--- src/rtl/pipeline_stall_ctrl.sv ---
// pipeline_stall_ctrl: central stall/flush sequencer for the 5-stage core.
// Merges the load-use hazard flag, EX-stage branch-taken and a multi-cycle
// SRAM handshake into per-stage register enable/flush controls. It also
// strobes SRAM starts and keeps a saturating count of cycles the PC is held.
//
// Build option: define PIPE_CTRL_TIMEOUT_EN to add a MEM_WAIT watchdog.
// After MEM_TIMEOUT wait cycles without mem_ready, the watchdog forces a
// release and sets the sticky mem_error flag. Without the macro, MEM_WAIT
// lasts until mem_ready and mem_error is tied low.

module pipeline_stall_ctrl #(
    parameter int MEM_TIMEOUT = 64,  // watchdog depth in MEM_WAIT cycles, >= 2
    parameter int CNT_W       = 16   // stall counter width
) (
    input  logic             clk,
    input  logic             rst_n,
    input  logic             hazard,
    input  logic             branch_taken,
    input  logic             mem_req,
    input  logic             mem_ready,
    input  logic             cnt_clr,
    output logic             pc_en,
    output logic             if_id_en,
    output logic             if_id_flush,
    output logic             id_ex_bubble,
    output logic             ex_mem_en,
    output logic             mem_wb_en,
    output logic             mem_start,
    output logic             busy,
    output logic [CNT_W-1:0] stall_cnt,
    output logic             mem_error
);

    typedef enum logic {
        RUN      = 1'b0,
        MEM_WAIT = 1'b1
    } state_t;

    state_t           state_q, state_d;
    logic [CNT_W-1:0] stall_cnt_q, stall_cnt_d;

    logic in_run, in_wait;
    logic timeout;      // watchdog forces the end of the access this cycle
    logic release_c;    // last MEM_WAIT cycle: pipeline advances
    logic freeze;       // whole pipeline held for the SRAM

    logic pc_en_c, if_id_en_c, if_id_flush_c, id_ex_bubble_c;
    logic ex_mem_en_c, mem_wb_en_c;

    assign in_run  = (state_q == RUN);
    assign in_wait = (state_q == MEM_WAIT);

`ifdef PIPE_CTRL_TIMEOUT_EN
    localparam int WAIT_W = (MEM_TIMEOUT > 2) ? $clog2(MEM_TIMEOUT) : 1;

    logic [WAIT_W-1:0] wait_cnt_q, wait_cnt_d;
    logic              mem_error_q, mem_error_d;

    assign timeout = in_wait & ~mem_ready
                   & (wait_cnt_q == WAIT_W'(MEM_TIMEOUT - 1));

    // Wait counter sits at zero in RUN so it reads zero on MEM_WAIT entry;
    // the error flag is sticky until reset.
    always_comb begin
        wait_cnt_d  = '0;
        mem_error_d = mem_error_q | timeout;
        if (in_wait) begin
            wait_cnt_d = wait_cnt_q + WAIT_W'(1);
        end
    end

    // Watchdog registers.
    always_ff @(posedge clk or negedge rst_n) begin
        if (!rst_n) begin
            wait_cnt_q  <= '0;
            mem_error_q <= 1'b0;
        end else begin
            wait_cnt_q  <= wait_cnt_d;
            mem_error_q <= mem_error_d;
        end
    end

    assign mem_error = mem_error_q;
`else
    // The timeout depth has no effect without the watchdog.
    localparam int unused_mem_timeout = MEM_TIMEOUT;

    assign timeout   = 1'b0;
    assign mem_error = 1'b0;
`endif

    assign release_c = in_wait & (mem_ready | timeout);
    assign freeze    = (in_run & mem_req) | (in_wait & ~release_c);

    // Next state: a RUN cycle with mem_req starts an access; release ends it.
    always_comb begin
        // NOTE: every always_comb output gets a default first so no path
        // leaves it unassigned, which would infer a latch.
        state_d = state_q;
        unique case (state_q)
            RUN:      if (mem_req)   state_d = MEM_WAIT;
            MEM_WAIT: if (release_c) state_d = RUN;
            default:                 state_d = RUN;
        endcase
    end

    // Stage controls. Freeze wins and hides hazard/branch, which stay held
    // in the frozen registers. Otherwise branch flush beats the load-use stall.
    always_comb begin
        pc_en_c        = 1'b1;
        if_id_en_c     = 1'b1;
        if_id_flush_c  = 1'b0;
        id_ex_bubble_c = 1'b0;
        ex_mem_en_c    = 1'b1;
        mem_wb_en_c    = 1'b1;
        if (freeze) begin
            pc_en_c     = 1'b0;
            if_id_en_c  = 1'b0;
            ex_mem_en_c = 1'b0;
            mem_wb_en_c = 1'b0;
        end else if (branch_taken) begin
            if_id_flush_c  = 1'b1;
            id_ex_bubble_c = 1'b1;
        end else if (hazard) begin
            pc_en_c        = 1'b0;
            if_id_en_c     = 1'b0;
            id_ex_bubble_c = 1'b1;
        end
    end

    // Stall counter: clear beats increment, saturates at all-ones.
    always_comb begin
        stall_cnt_d = stall_cnt_q;
        if (cnt_clr) begin
            stall_cnt_d = '0;
        end else if (!pc_en_c && (stall_cnt_q != '1)) begin
            stall_cnt_d = stall_cnt_q + CNT_W'(1);
        end
    end

    // State and counter registers.
    always_ff @(posedge clk or negedge rst_n) begin
        if (!rst_n) begin
            state_q     <= RUN;
            stall_cnt_q <= '0;
        end else begin
            // NOTE: sequential state uses non-blocking assignments so every
            // flop samples pre-edge values regardless of block ordering.
            state_q     <= state_d;
            stall_cnt_q <= stall_cnt_d;
        end
    end

    // Outputs are forced low while reset is asserted. An abort in MEM_WAIT
    // lands in RUN, so the next strobe needs a fresh mem_req.
    assign pc_en        = rst_n & pc_en_c;
    assign if_id_en     = rst_n & if_id_en_c;
    assign if_id_flush  = rst_n & if_id_flush_c;
    assign id_ex_bubble = rst_n & id_ex_bubble_c;
    assign ex_mem_en    = rst_n & ex_mem_en_c;
    assign mem_wb_en    = rst_n & mem_wb_en_c;
    assign mem_start    = rst_n & in_run & mem_req;
    assign busy         = rst_n & in_wait;
    assign stall_cnt    = stall_cnt_q;

endmodule
--- config.mk ---
export PLATFORM = sky130hd
export DESIGN_NAME = pipeline_stall_ctrl
export DESIGN_NICKNAME = d
export VERILOG_FILES = /design/src/rtl/pipeline_stall_ctrl.sv
export SDC_FILE = /design/constraint.sdc
export NUM_CORES = 1
export LEC_CHECK = 0
export BUFFER_PORTS_ARGS = -buffer_cell sky130_fd_sc_hd__buf_2
export CAP_MARGIN = 15
export CORE_ASPECT_RATIO = 1.1
export CORE_MARGIN = 5
export CORE_UTILIZATION = 45
export DETAILED_ROUTE_END_ITERATION = 12
export HOLD_SLACK_MARGIN = 0.15
export PLACE_DENSITY_LB_ADDON = 0.25
export SLEW_MARGIN = 0
export SYNTH_ARGS = -nofsm -noshare
export SYNTH_HDL_FRONTEND = slang
export SYNTH_SLANG_ARGS = --single-unit
export TNS_END_PERCENT = 10
--- constraint.sdc ---
create_clock -name clk -period 2.45 [get_ports clk]
set_clock_uncertainty 0.15 [all_clocks]
set_input_delay 0.245 -clock clk [delete_from_list [all_inputs] [get_ports clk]]
set_output_delay 0.245 -clock clk [all_outputs]
set_load 0.01 [all_outputs]
### Word-level counts from Yosys, hierarchy flattened

Cells that the tools add are included.

| word-level totals | value |
|---|---|
| register bits | 17 |
| bits of input ports | 7 |
| output and inout bits | 25 |
| logic and storage cells | 34 |

| cells by class | value |
|---|---|
| add/sub/neg operators | 1 |
| equal/unequal tests | 1 |
| multiplexer cells | 14 |
| bitwise operators | 13 |
| reductions and logical operators | 3 |

Operators by type and width:

| kind | number |
|---|---|
| 16-bit two-way mux | 2 |
| 16-bit by 1-bit adder with 16-bit output (second input constant) | 1 |
| 16-bit != test (second input constant) | 1 |
| 1-bit two-way mux | 11 |
| 1-bit AND | 10 |
| 1-bit inverter | 2 |
| 1-bit case mux with 2 select lines | 1 |
| 2-bit nonzero test | 1 |
| 1-bit logical AND | 1 |
| 1-bit logical NOT | 1 |
| 1-bit bitwise OR | 1 |

### Longest topological paths before layout

Gate-level depths: netlist (run 1).

| depth | value |
|---|---|
| depth after elaboration | 9 |
| mapped depth | 6 |
| gate-level depth less buffers | 5 |

### Worst setup path after synthesis (run 1)

Ideal clock, no wire load.

| timing | value |
|---|---|
| path type | register to register |
| start point | register stall_cnt_q[0] (netlist: stall_cnt[0]) |
| end point | register stall_cnt_q[6] (netlist: stall_cnt[6]) |
| setup time | 125 ps |
| arrival | 1,542 ps |
| required time | 2,175 ps |
| slack | 633 ps |
| stages on the path, launching flop included | 7 |
| buffers on the path | 1 |
| period minus slack after synthesis | 1,817 ps |
| cells stage by stage | dfrtp_1 ha_1 nand3_1 nor4_4 buf_6 nor3_1 mux2_4 |

| on the way | value |
|---|---|
| word-level cells in the longest chain between the ends | 3 |
| elaborated cells on any way between the ends | 6 |
| those cells by class | add/sub: 1; eq/ne: 1; mux: 2; reduce/logical: 2 |

RTL lines:

| element | line | RTL |
|---|---|---|
| start: declaration | 40 | `logic [CNT_W-1:0] stall_cnt_q, stall_cnt_d;` |
| start signal: assignment | 150 | `stall_cnt_q <= stall_cnt_d;` |
| 16-bit by 1-bit adder with 16-bit output or 16-bit != test (tied branches) | 137, 136 |  |
| 16-bit two-way mux or 1-bit logical AND (tied branches) | 136 | `end else if (!pc_en_c && (stall_cnt_q != '1)) begin` |
| 16-bit two-way mux or 2-bit nonzero test (tied branches) | n/a |  |

Several ways; a longest one is shown, not always the timed one. The select of a mux whose other input is x is not followed.
A chain may end at the register's enable or synchronous reset.

### Worst setup path in the final report (run 1)

| timing | value |
|---|---|
| start point | register stall_cnt_q[7] (netlist: stall_cnt[7]) |
| end point | register stall_cnt_q[6] (netlist: stall_cnt[6]) |

| on the way | value |
|---|---|
| word-level cells in the longest chain between the ends | 3 |

RTL lines:

| element | line |
|---|---|
| 16-bit != test | 136 |
| 1-bit logical AND | 136 |
| 2-bit nonzero test (no line) | n/a |

Every way passes these cells.

==> results.sh, run 1 <==
export IMPL_yosysSeqAreaShare_pct=37.9
export IMPL_clk_transition_reported_paths_ns=0.10
export IMPL_ant_nets=0
export IMPL_startpoint_type="flip-flop"
export IMPL_postSynthAreaPerCell_um2=9.59
export IMPL_fp_row_count=19
export IMPL_routedWlPerCell_um=14.5
export IMPL_grt_antenna_before_repair=0
export IMPL_die_w_um=57.6
export IMPL_drc=0
export IMPL_gp_congestion=0.709
export IMPL_nets=157
export IMPL_slew_headroom_pct=54.4
export IMPL_slowest_delay_ns=0.63
export IMPL_cts_tree="built"
export IMPL_critPathRequiredTime_ns=2.48
export IMPL_synth_area_mux_share_pct=2.34
export IMPL_clock_fmax_ghz=0.488
export IMPL_rsz0062_at_grt="no"
export IMPL_grt_pass1_wl_mm=4.51
export IMPL_numCtsBuffers=3
export IMPL_insertion_delay_ns=0.29
export IMPL_core_area_mm2=0.00245
export IMPL_synth_fa_ha_area_share_pct=1.11
export IMPL_status="complete, no violations"
export IMPL_io_buffers=30
export IMPL_post_route_util_pct=54.1
export IMPL_syn_cell_area_mm2=0.00112
export IMPL_ys_ff_latch=17
export IMPL_critPathKind="reg2reg"
export IMPL_hold_viol=0
export IMPL_worstPathMaxFanout=13
export IMPL_critPathBufInv=0
export IMPL_min_path_type="in2reg"
export IMPL_routed_wirelength_mm=2.59
export IMPL_synth_top_family_by_area="simple AND/OR/NAND/NOR gates"
export IMPL_drtIter0Drc=26
export IMPL_leakage_nw=0.614
export IMPL_route_vias_total=1015
export IMPL_clk_path_buf_depth=2
export IMPL_maxCapViolCount=0
export IMPL_multi_input_area_um2=637
export IMPL_powerDensity_mw_per_mm2=405
export IMPL_via_per_inst=5.67
export IMPL_ctsRootBufferMaster="clkbuf_4"
export IMPL_dp_hpwl_mm=1.95
export IMPL_critPathArrivalTime_ns=2.08
export IMPL_worst_path_max_delay_cell="nor4_4"
export IMPL_min_period_ns=2.05
export IMPL_n_antenna_cell=0
export IMPL_ys_types=35
export IMPL_cts_sinks=17
export IMPL_finalCritPeriodShare_pct=83.7
export IMPL_slew_viol_final=0
export IMPL_grt_use_total_pct=15.6
export IMPL_stdcell_count=179
export IMPL_synth_compound_area_share_pct=20.0
export IMPL_grt_max_degree=19
export IMPL_synth_top_area_share_pct=37.9
export IMPL_die_y_um=62.4
export IMPL_fillerInstances=236
export IMPL_dp_cells=173
export IMPL_yosysWarnings=0
export IMPL_io_pins=32
export IMPL_finalSetupViolCount=0
export IMPL_grt_pass1_vias=984
export IMPL_syn_inst=117
export IMPL_ir_drop_mv=0.273
export IMPL_synth_xor_area_share_pct=0
export IMPL_ctsHtreeMaxLevel=1
export IMPL_power_mw=0.536
export IMPL_overflow=0
export IMPL_synth_top_cell_by_area="dfrtp_1"
export IMPL_dieArea_mm2=0.00359
export IMPL_holdWs_ns=0.201
export IMPL_area_growth_pct=17.9
export IMPL_synthTopCellsByArea="dfrtp_1 (38%), a21oi_1 (6.2%), o31ai_1 (6.0%)"
export IMPL_drive_above_1_share_pct=33.8
export IMPL_critPathTopFamily="simple AND/OR/NAND/NOR gates"
export IMPL_dr_pass1_iters=4
export IMPL_end_kind="flip-flop"
export IMPL_tns_ns=0
export IMPL_syn_num_nets=125
export IMPL_worst_pin_slew_ns=0.678
export IMPL_start_util_pct=45.8
export IMPL_regArea_um2=425
export IMPL_synth_simple_area_share_pct=33.0
export IMPL_crit_chain="nand4_2, nor4_4, nor3_1, mux2_4"
## cell usage in the layout (no fill, tap or decap), drive strengths merged, types with 2 or more instances in the layout
cell type / synthesis / routed
nand3: 4 / 4
nor2: 6 / 6
nor3: 3 / 3
and3: 2 / 2
mux2: 2 / 2
a21oi: 14 / 14
and2: 3 / 3
nand2: 8 / 8
o21ai: 5 / 5
nor2b: 2 / 2
and2b: 3 / 3
inv: 5 / 5
dfrtp: 17 / 17
o31ai: 9 / 9
o311ai: 2 / 2
or3: 6 / 6
or4: 7 / 7
nor4: 3 / 3
buf: 5 / 31
nand4: 4 / 4
clkbuf: 1 / 4
dlygate4sd3: 0 / 2
and4: 2 / 2
## cells in the mapped netlist, drive strengths merged
| library cell | instances |
|---|---|
| inv | 5 |
| nand3 | 4 |
| buf | 5 |
| nor2 | 6 |
| or4 | 7 |
| and3 | 2 |
| clkbuf | 1 |
| o31ai | 9 |
| o41ai | 1 |
| nor3 | 3 |
| nand2 | 8 |
| o21ai | 5 |
| dfrtp | 17 |
| nor2b | 2 |
| and2b | 3 |
| nand4 | 4 |
| and2 | 3 |
| mux2 | 2 |
| or3 | 6 |
| o311ai | 2 |
| nor4 | 3 |
| conb | 1 |
| ha | 1 |
| and4 | 2 |
| a21oi | 14 |
| or3b | 1 |
## kinds of logic after synthesis
kind of cell,Yosys count
compound gates,31
fa+ha+maj,1
buf+inv,11
flops,17
mux,2
other cells,1
simple gates,54
## state kept, by name (all words and copies together) (netlist names)
name	count
in_wait	1
stall_cnt	16
## worst paths after layout
kind | cells after the start | end | start | slack, ns
min in group asynchronous | 3 | stall_cnt[10] | rst_n | 0.37
hold reg to reg | 2 | stall_cnt[14] | stall_cnt[14] | 0.45
hold / removal | 2 | stall_cnt[8] | cnt_clr | 0.20
setup / recovery | 4 | stall_cnt[6] | stall_cnt[7] | 0.40
setup reg to reg | 4 | stall_cnt[6] | stall_cnt[7] | 0.40
max in group asynchronous | 3 | in_wait | rst_n | 1.29
## final cells by class
| type | instances | area share (%) |
|---|---|---|
| Tap cell | 31 | 2.93 |
| Inverter | 5 | 1.42 |
| Sequential cell | 17 | 32.1 |
| Clock buffer | 4 | 1.98 |
| Multi-Input combinational cell | 89 | 48.1 |
| Timing Repair Buffer | 33 | 13.4 |
## metrics by stage
step,setup WS [ns],cell area (µm²)
2_1_floorplan,0.633,1120
3_3_place_gp,0.501,1280
3_5_place_dp,0.440,1280
4_1_cts,0.426,1320
5_1_grt,0.233,1320
6_report,0.400,1320
## worst register-to-register path, stage by stage, from the launching register on
cell,delay [ns]
dfrtp_1,0.48
nand4_2,0.23
nor4_4,0.63
nor3_1,0.14
mux2_4,0.32
## metal layers
metal	up-vias	GRT usage, %	share of wire, %
li1	502	-	-
met1	487	20.1	44
met2	22	25.4	49
met3	4	2.69	5.1
met4	0	6.09	1.3
met5	-	0	0
## report_power, final
part	leakage, nW	total [mW]	internal [mW]	switching (mW)
Sequential	0.234	0.294	0.288	0.00675
Combinational	0.365	0.0918	0.0359	0.0559
Clock	0.0150	0.150	0.0632	0.0869
## what timing repair did
action / in CTS / in global routing
hold buffers: 2 / 0
setup endpoints to repair: 0 / 0
hold endpoints to repair: 17 / 0
buffers inserted: 0 / 0
resized for setup: 0 / 0
(Power assumes the default switching activity.)
==> inputs of run 2 (changes only) <==
==> constraint.sdc (replaced) <==
create_clock -name clk -period 2 [get_ports clk]
set_clock_uncertainty 0.15 [all_clocks]
set_input_delay 0.2 -clock clk [delete_from_list [all_inputs] [get_ports clk]]
set_output_delay 0.2 -clock clk [all_outputs]
set_load 0.01 [all_outputs]
==> run 2 against run 1 <==
Hold slack got worse by 0.0037 ns; clock power rose by 27%; core utilization increased by 4.2 points; non-clock buffer count grew 12; sequential cell count did not move; sequential power rose by 23%; cell count increased by 6.7%; register-to-register slack got worse by 0.31 ns; sequential share of layout area fell by 2.3 points; routed wire length increased by 12%; fmax increased by 7.2%; clock-buffer cell count is the same; critical endpoint is now stall_cnt[15].
==> results.sh, run 2 (synthesis results as in run 1) <==
export IMPL_status="complete, no violations"
export IMPL_critPathArrivalTime_ns=1.95
export IMPL_area_growth_pct=27.2
export IMPL_wl_met1_mm=1.18
export IMPL_clk_transition_reported_paths_ns=0.10
export IMPL_drive_above_1_share_pct=40.0
export IMPL_clk_path_buf_depth=2
export IMPL_slew_viol_final=0
export IMPL_grt_antenna_before_repair=0
export IMPL_setup_slack_ns=0.0874
export IMPL_power_mw=0.669
export IMPL_leakage_nw=0.676
export IMPL_min_period_ns=1.91
export IMPL_route_vias_total=1089
export IMPL_dr_max_layer_used="met4"
export IMPL_end_kind="flip-flop"
export IMPL_numCtsBuffers=3
export IMPL_slowest_delay_ns=0.45
export IMPL_core_area_mm2=0.00245
export IMPL_critPathBufInv=0
export IMPL_via_per_inst=5.70
export IMPL_routed_wirelength_mm=2.91
export IMPL_critPathRequiredTime_ns=2.03
export IMPL_critPathKind="reg2reg"
export IMPL_finalCritPeriodShare_pct=95.6
export IMPL_die_y_um=62.4
export IMPL_min_path_type="in2reg"
export IMPL_gp_congestion=0.773
export IMPL_worstPathMaxFanout=8
export IMPL_drc=0
export IMPL_largest_reg_flops=16
export IMPL_rsz0062_at_grt="no"
export IMPL_mostFrequentLayoutCell="buf_2"
export IMPL_dp_hpwl_mm=2.13
export IMPL_grt_max_degree=19
export IMPL_worst_pin_slew_ns=0.673
export IMPL_grt_use_total_pct=17.2
export IMPL_hold_viol=0
export IMPL_overflow=0
export IMPL_fp_row_count=19
export IMPL_maxCapViolCount=0
export IMPL_ctsRootBufferMaster="clkbuf_4"
export IMPL_finalSetupViolCount=0
export IMPL_crit_chain="ha_2, nand3_2, nor4_4, nor4_1, mux2_2"
export IMPL_dr_wl_met2_mm=1.55
export IMPL_insertion_delay_ns=0.29
export IMPL_critPathTopFamily="simple AND/OR/NAND/NOR gates"
export IMPL_preCtsSetupSlack_ns=-0.00136
export IMPL_grt_pass1_vias=1087
export IMPL_dieArea_mm2=0.00359
export IMPL_die_w_um=57.6
export IMPL_ctsHtreeMaxLevel=1
export IMPL_n_antenna_cell=0
export IMPL_dr_pass1_iters=4
export IMPL_cts_sinks=17
export IMPL_final_cell_mix="buf_2 (30), dfrtp_1 (17), a21oi_1 (14), buf_4 (12), o31ai_1 (9)"
export IMPL_io_pins=32
export IMPL_clock_fmax_ghz=0.523
export IMPL_start_util_pct=45.8
export IMPL_worst_path_max_delay_cell="nor4_4"
export IMPL_wl_met3_um=150
export IMPL_io_buffers=30
export IMPL_nets=169
export IMPL_powerDensity_mw_per_mm2=469
export IMPL_ir_drop_mv=0.358
export IMPL_drtIter0Drc=51
export IMPL_startpoint_type="flip-flop"
export IMPL_grt_pass1_wl_mm=4.93
export IMPL_slew_headroom_pct=54.7
export IMPL_cts_tree="built"
export IMPL_ant_nets=0
export IMPL_routedWlPerCell_um=15.2
run 2: cell type report:
type | count | area [µm²]
clock buffer | 4 | 26.3
fill | 228 | 1020
inverter | 5 | 18.8
multi-input combinational | 89 | 648
sequential | 17 | 425
tap | 31 | 38.8
timing repair buffer | 45 | 270
run 2: per-stage QoR:
stage	instance area [µm²]	util (%)	std cells	hold WS, ns	setup TNS [ns]
2_1_floorplan	1120	-	117	-0.246	0
3_5_place_dp	1340	54.6	181	-0.0706	-0.00136
6_report	1430	58.3	191	0.197	0
3_3_place_gp	1340	54.6	181	-0.0754	0
4_1_cts	1410	57.4	190	0.150	0
5_1_grt	1430	58.3	191	0.211	0
run 2: routing by layer:
layer	global-route usage (%)	vias up
li1	-	523
met1	19.5	529
met2	30.8	33
met3	2.69	4
met4	7.54	0
met5	0	-
run 2: path summary, 6_finish.rpt:
path / endpoint / slack [ns] / cells past startpoint / start
min in group asynchronous: stall_cnt[12] / 0.31 / 3 / rst_n
min reg2reg: stall_cnt[1] / 0.46 / 2 / stall_cnt[1]
max reg2reg: stall_cnt[15] / 0.09 / 5 / stall_cnt[0]
min: in_wait / 0.20 / 4 / mem_req
max in group asynchronous: stall_cnt[6] / 0.67 / 3 / rst_n
max: stall_cnt[15] / 0.09 / 5 / stall_cnt[0]
run 2: power breakdown:
group | leakage [nW] | internal [mW] | switching, mW
clock | 0.0150 | 0.0776 | 0.112
sequential | 0.234 | 0.352 | 0.00865
combinational | 0.427 | 0.0481 | 0.0699
total | 0.676 | 0.478 | 0.191
run 2: worst min-delay path, delay by kind of cell:
kind | cells | cell delay [ns]
buf+inv | 2 | 0.13
simple gates | 2 | 0.28
run 2: what timing repair did:
item / 4_1_cts / 5_1_grt
hold buffers: 2 / 1
pin swaps: 1 / 1
cloned: 0 / 0
setup endpoints to repair: 1 / 7
buffers inserted: 3 / 0
resized for setup: 0 / 4
hold endpoints to repair: 19 / 6
==> inputs of run 3 (changes only) <==
==> constraint.sdc (replaced) <==
create_clock -name clk -period 1.6 [get_ports clk]
set_clock_uncertainty 0.15 [all_clocks]
set_input_delay 0.16 -clock clk [delete_from_list [all_inputs] [get_ports clk]]
set_output_delay 0.16 -clock clk [all_outputs]
set_load 0.01 [all_outputs]
==> run 3 against run 2 <==
The run now ends with setup timing left; power is 35% higher; fmax is 7.4% higher; setup slack worse by 0.27 ns; cell count is 13% higher; register-to-register slack worse by 0.27 ns; combinational power is 71% higher; hold slack worse by 0.019 ns; clock-buffer cell count stayed put; die area stayed put; core utilization is 14 points higher; sequential share of layout area is 5.0 points lower; via count is 10% higher; critical path type unchanged.
==> results.sh, run 3 (synthesis results as in run 1) <==
export IMPL_final_cell_mix="buf_4 (34), buf_2 (30), dfrtp_2 (9)"
export IMPL_grt_antenna_before_repair=0
export IMPL_critPathTopFamily="simple AND/OR/NAND/NOR gates"
export IMPL_violations="setup timing"
export IMPL_overflow=0
export IMPL_worst_path_max_delay_cell="dfrtp_2"
export IMPL_core_area_mm2=0.00245
export IMPL_numCtsBuffers=3
export IMPL_finalCritPeriodShare_pct=111
export IMPL_slew_viol_final=0
export IMPL_drtIter0Drc=29
export IMPL_holdWs_ns=0.178
export IMPL_dieArea_mm2=0.00359
export IMPL_hold_viol=0
export IMPL_ctsRootBufferMaster="clkbuf_4"
export IMPL_min_period_ns=1.78
export IMPL_regArea_um2=437
export IMPL_powerDensity_mw_per_mm2=514
export IMPL_grt_max_degree=18
export IMPL_start_util_pct=45.8
export IMPL_preCtsSetupSlack_ns=-0.248
export IMPL_dr_pass1_iters=4
export IMPL_fillerInstances=181
export IMPL_ir_drop_mv=0.699
export IMPL_routed_wirelength_mm=3.40
export IMPL_area_growth_pct=57.0
export IMPL_drc=0
export IMPL_insertion_delay_ns=0.30
export IMPL_post_route_util_pct=71.9
export IMPL_grt_pass1_wl_mm=5.57
export IMPL_drive_above_1_share_pct=61.4
export IMPL_io_buffers=30
export IMPL_die_w_um=57.6
export IMPL_rsz0062_at_grt="yes"
export IMPL_gp_congestion=0.765
export IMPL_dp_hpwl_mm=2.48
export IMPL_io_pins=32
export IMPL_critPathRequiredTime_ns=1.68
export IMPL_finalSetupViolCount=23
export IMPL_cts_tree="built"
export IMPL_nets=193
export IMPL_critPathKind="reg2reg"
export IMPL_die_y_um=62.4
export IMPL_grt_use_total_pct=19.3
export IMPL_crit_chain="ha_4, nand3_4, nor4_4, buf_4, or4_1, a21oi_1"
export IMPL_critPathArrivalTime_ns=1.86
export IMPL_clock_fmax_ghz=0.562
export IMPL_setup_slack_ns=-0.181
export IMPL_slowest_delay_ns=0.46
export IMPL_startpoint="stall_cnt[0]"
export IMPL_startpoint_type="flip-flop"
export IMPL_hp_start="mem_ready"
export IMPL_reg2reg_from="stall_cnt[0]"
export IMPL_cts_sinks=17
export IMPL_n_antenna_cell=0
export IMPL_crit_end="stall_cnt[9]"
export IMPL_ant_nets=0
export IMPL_clk_path_buf_depth=2
export IMPL_path_depth=6
export IMPL_critPathBufInv=1
export IMPL_worstPathMaxFanout=7
export IMPL_min_path_type="in2reg"
export IMPL_reg2reg_slack_ns=-0.18
export IMPL_fp_row_count=19
export IMPL_ctsHtreeMaxLevel=1
export IMPL_route_vias_total=1200
export IMPL_grt_pass1_vias=1267
export IMPL_routedWlPerCell_um=15.8
export IMPL_clk_transition_reported_paths_ns=0.11
export IMPL_end_kind="flip-flop"
export IMPL_maxCapViolCount=0
export IMPL_via_per_inst=5.58
export IMPL_reg2reg_depth=6
export IMPL_mostFrequentLayoutCell="buf_4"
export IMPL_multi_input_area_um2=773
export IMPL_largest_reg_flops=16
export IMPL_r2r_end="stall_cnt[9]"
export IMPL_status="finished, violations left"
export IMPL_leakage_nw=0.812
-- run 3: cell types whose count changed in the layout (fill, tap and decap cells not counted), moves of 6 or more --
cell / before / now
buf_4: 12 / 34
dfrtp_1: 17 / 8
dfrtp_2: 0 / 9
a21oi_1: 14 / 8
a21oi_2: 0 / 6
-- run 3: worst min path at each step --
stage / endpoint / depth (start not counted)
global placement: in_wait / 2
global route: in_wait / 4
CTS: in_wait / 4
detailed placement: in_wait / 2
floorplan: in_wait / 0
finish: in_wait / 4
-- run 3: metal layers --
| layer | GRT usage [%] | wire length [µm] |
|---|---|---|
| met2 | 33.5 | 1820 |
| met3 | 4.55 | 212 |
| met5 | 0 | 0 |
| met1 | 22.5 | 1310 |
| met4 | 7.54 | 51 |
-- run 3: report_power, final --
group | internal (mW) | switching [mW]
sequential | 0.442 | 0.0131
combinational | 0.0927 | 0.109
clock | 0.0973 | 0.152
-- run 3: worst register-to-register path: stages (launching register included) --
cell,delay [ns]
dfrtp_2,0.46
ha_4,0.19
nand3_4,0.10
nor4_4,0.06
buf_4,0.17
or4_1,0.46
a21oi_1,0.13
-- run 3: area by class of cell --
type	instances	share of cell area, %
clock buffers	4	1.49
inverters	5	1.07
multi-input cells	89	43.9
flip-flops and latches	17	24.8
well taps	31	2.20
repair buffers	69	26.6
-- run 3: repair_timing --
item / CTS / global route
gates resized for setup: 14 / 10
buffers inserted: 3 / 0
pin swaps: 19 / 11
setup endpoints to repair: 23 / 23
hold endpoints to repair: 21 / 0
hold buffers: 2 / 0
gates cloned: 0 / 0
-- run 3: through the flow --
step	setup TNS [ns]	total power, mW	cell area (µm²)	instances
2_1_floorplan	-0.811	0.557	1190	117
3_3_place_gp	-1.78	0.622	1590	206
3_5_place_dp	-2.48	0.628	1590	206
4_1_cts	-2.95	0.895	1720	215
5_1_grt	-4.89	0.963	1760	215
6_report	-3.14	0.906	1760	215
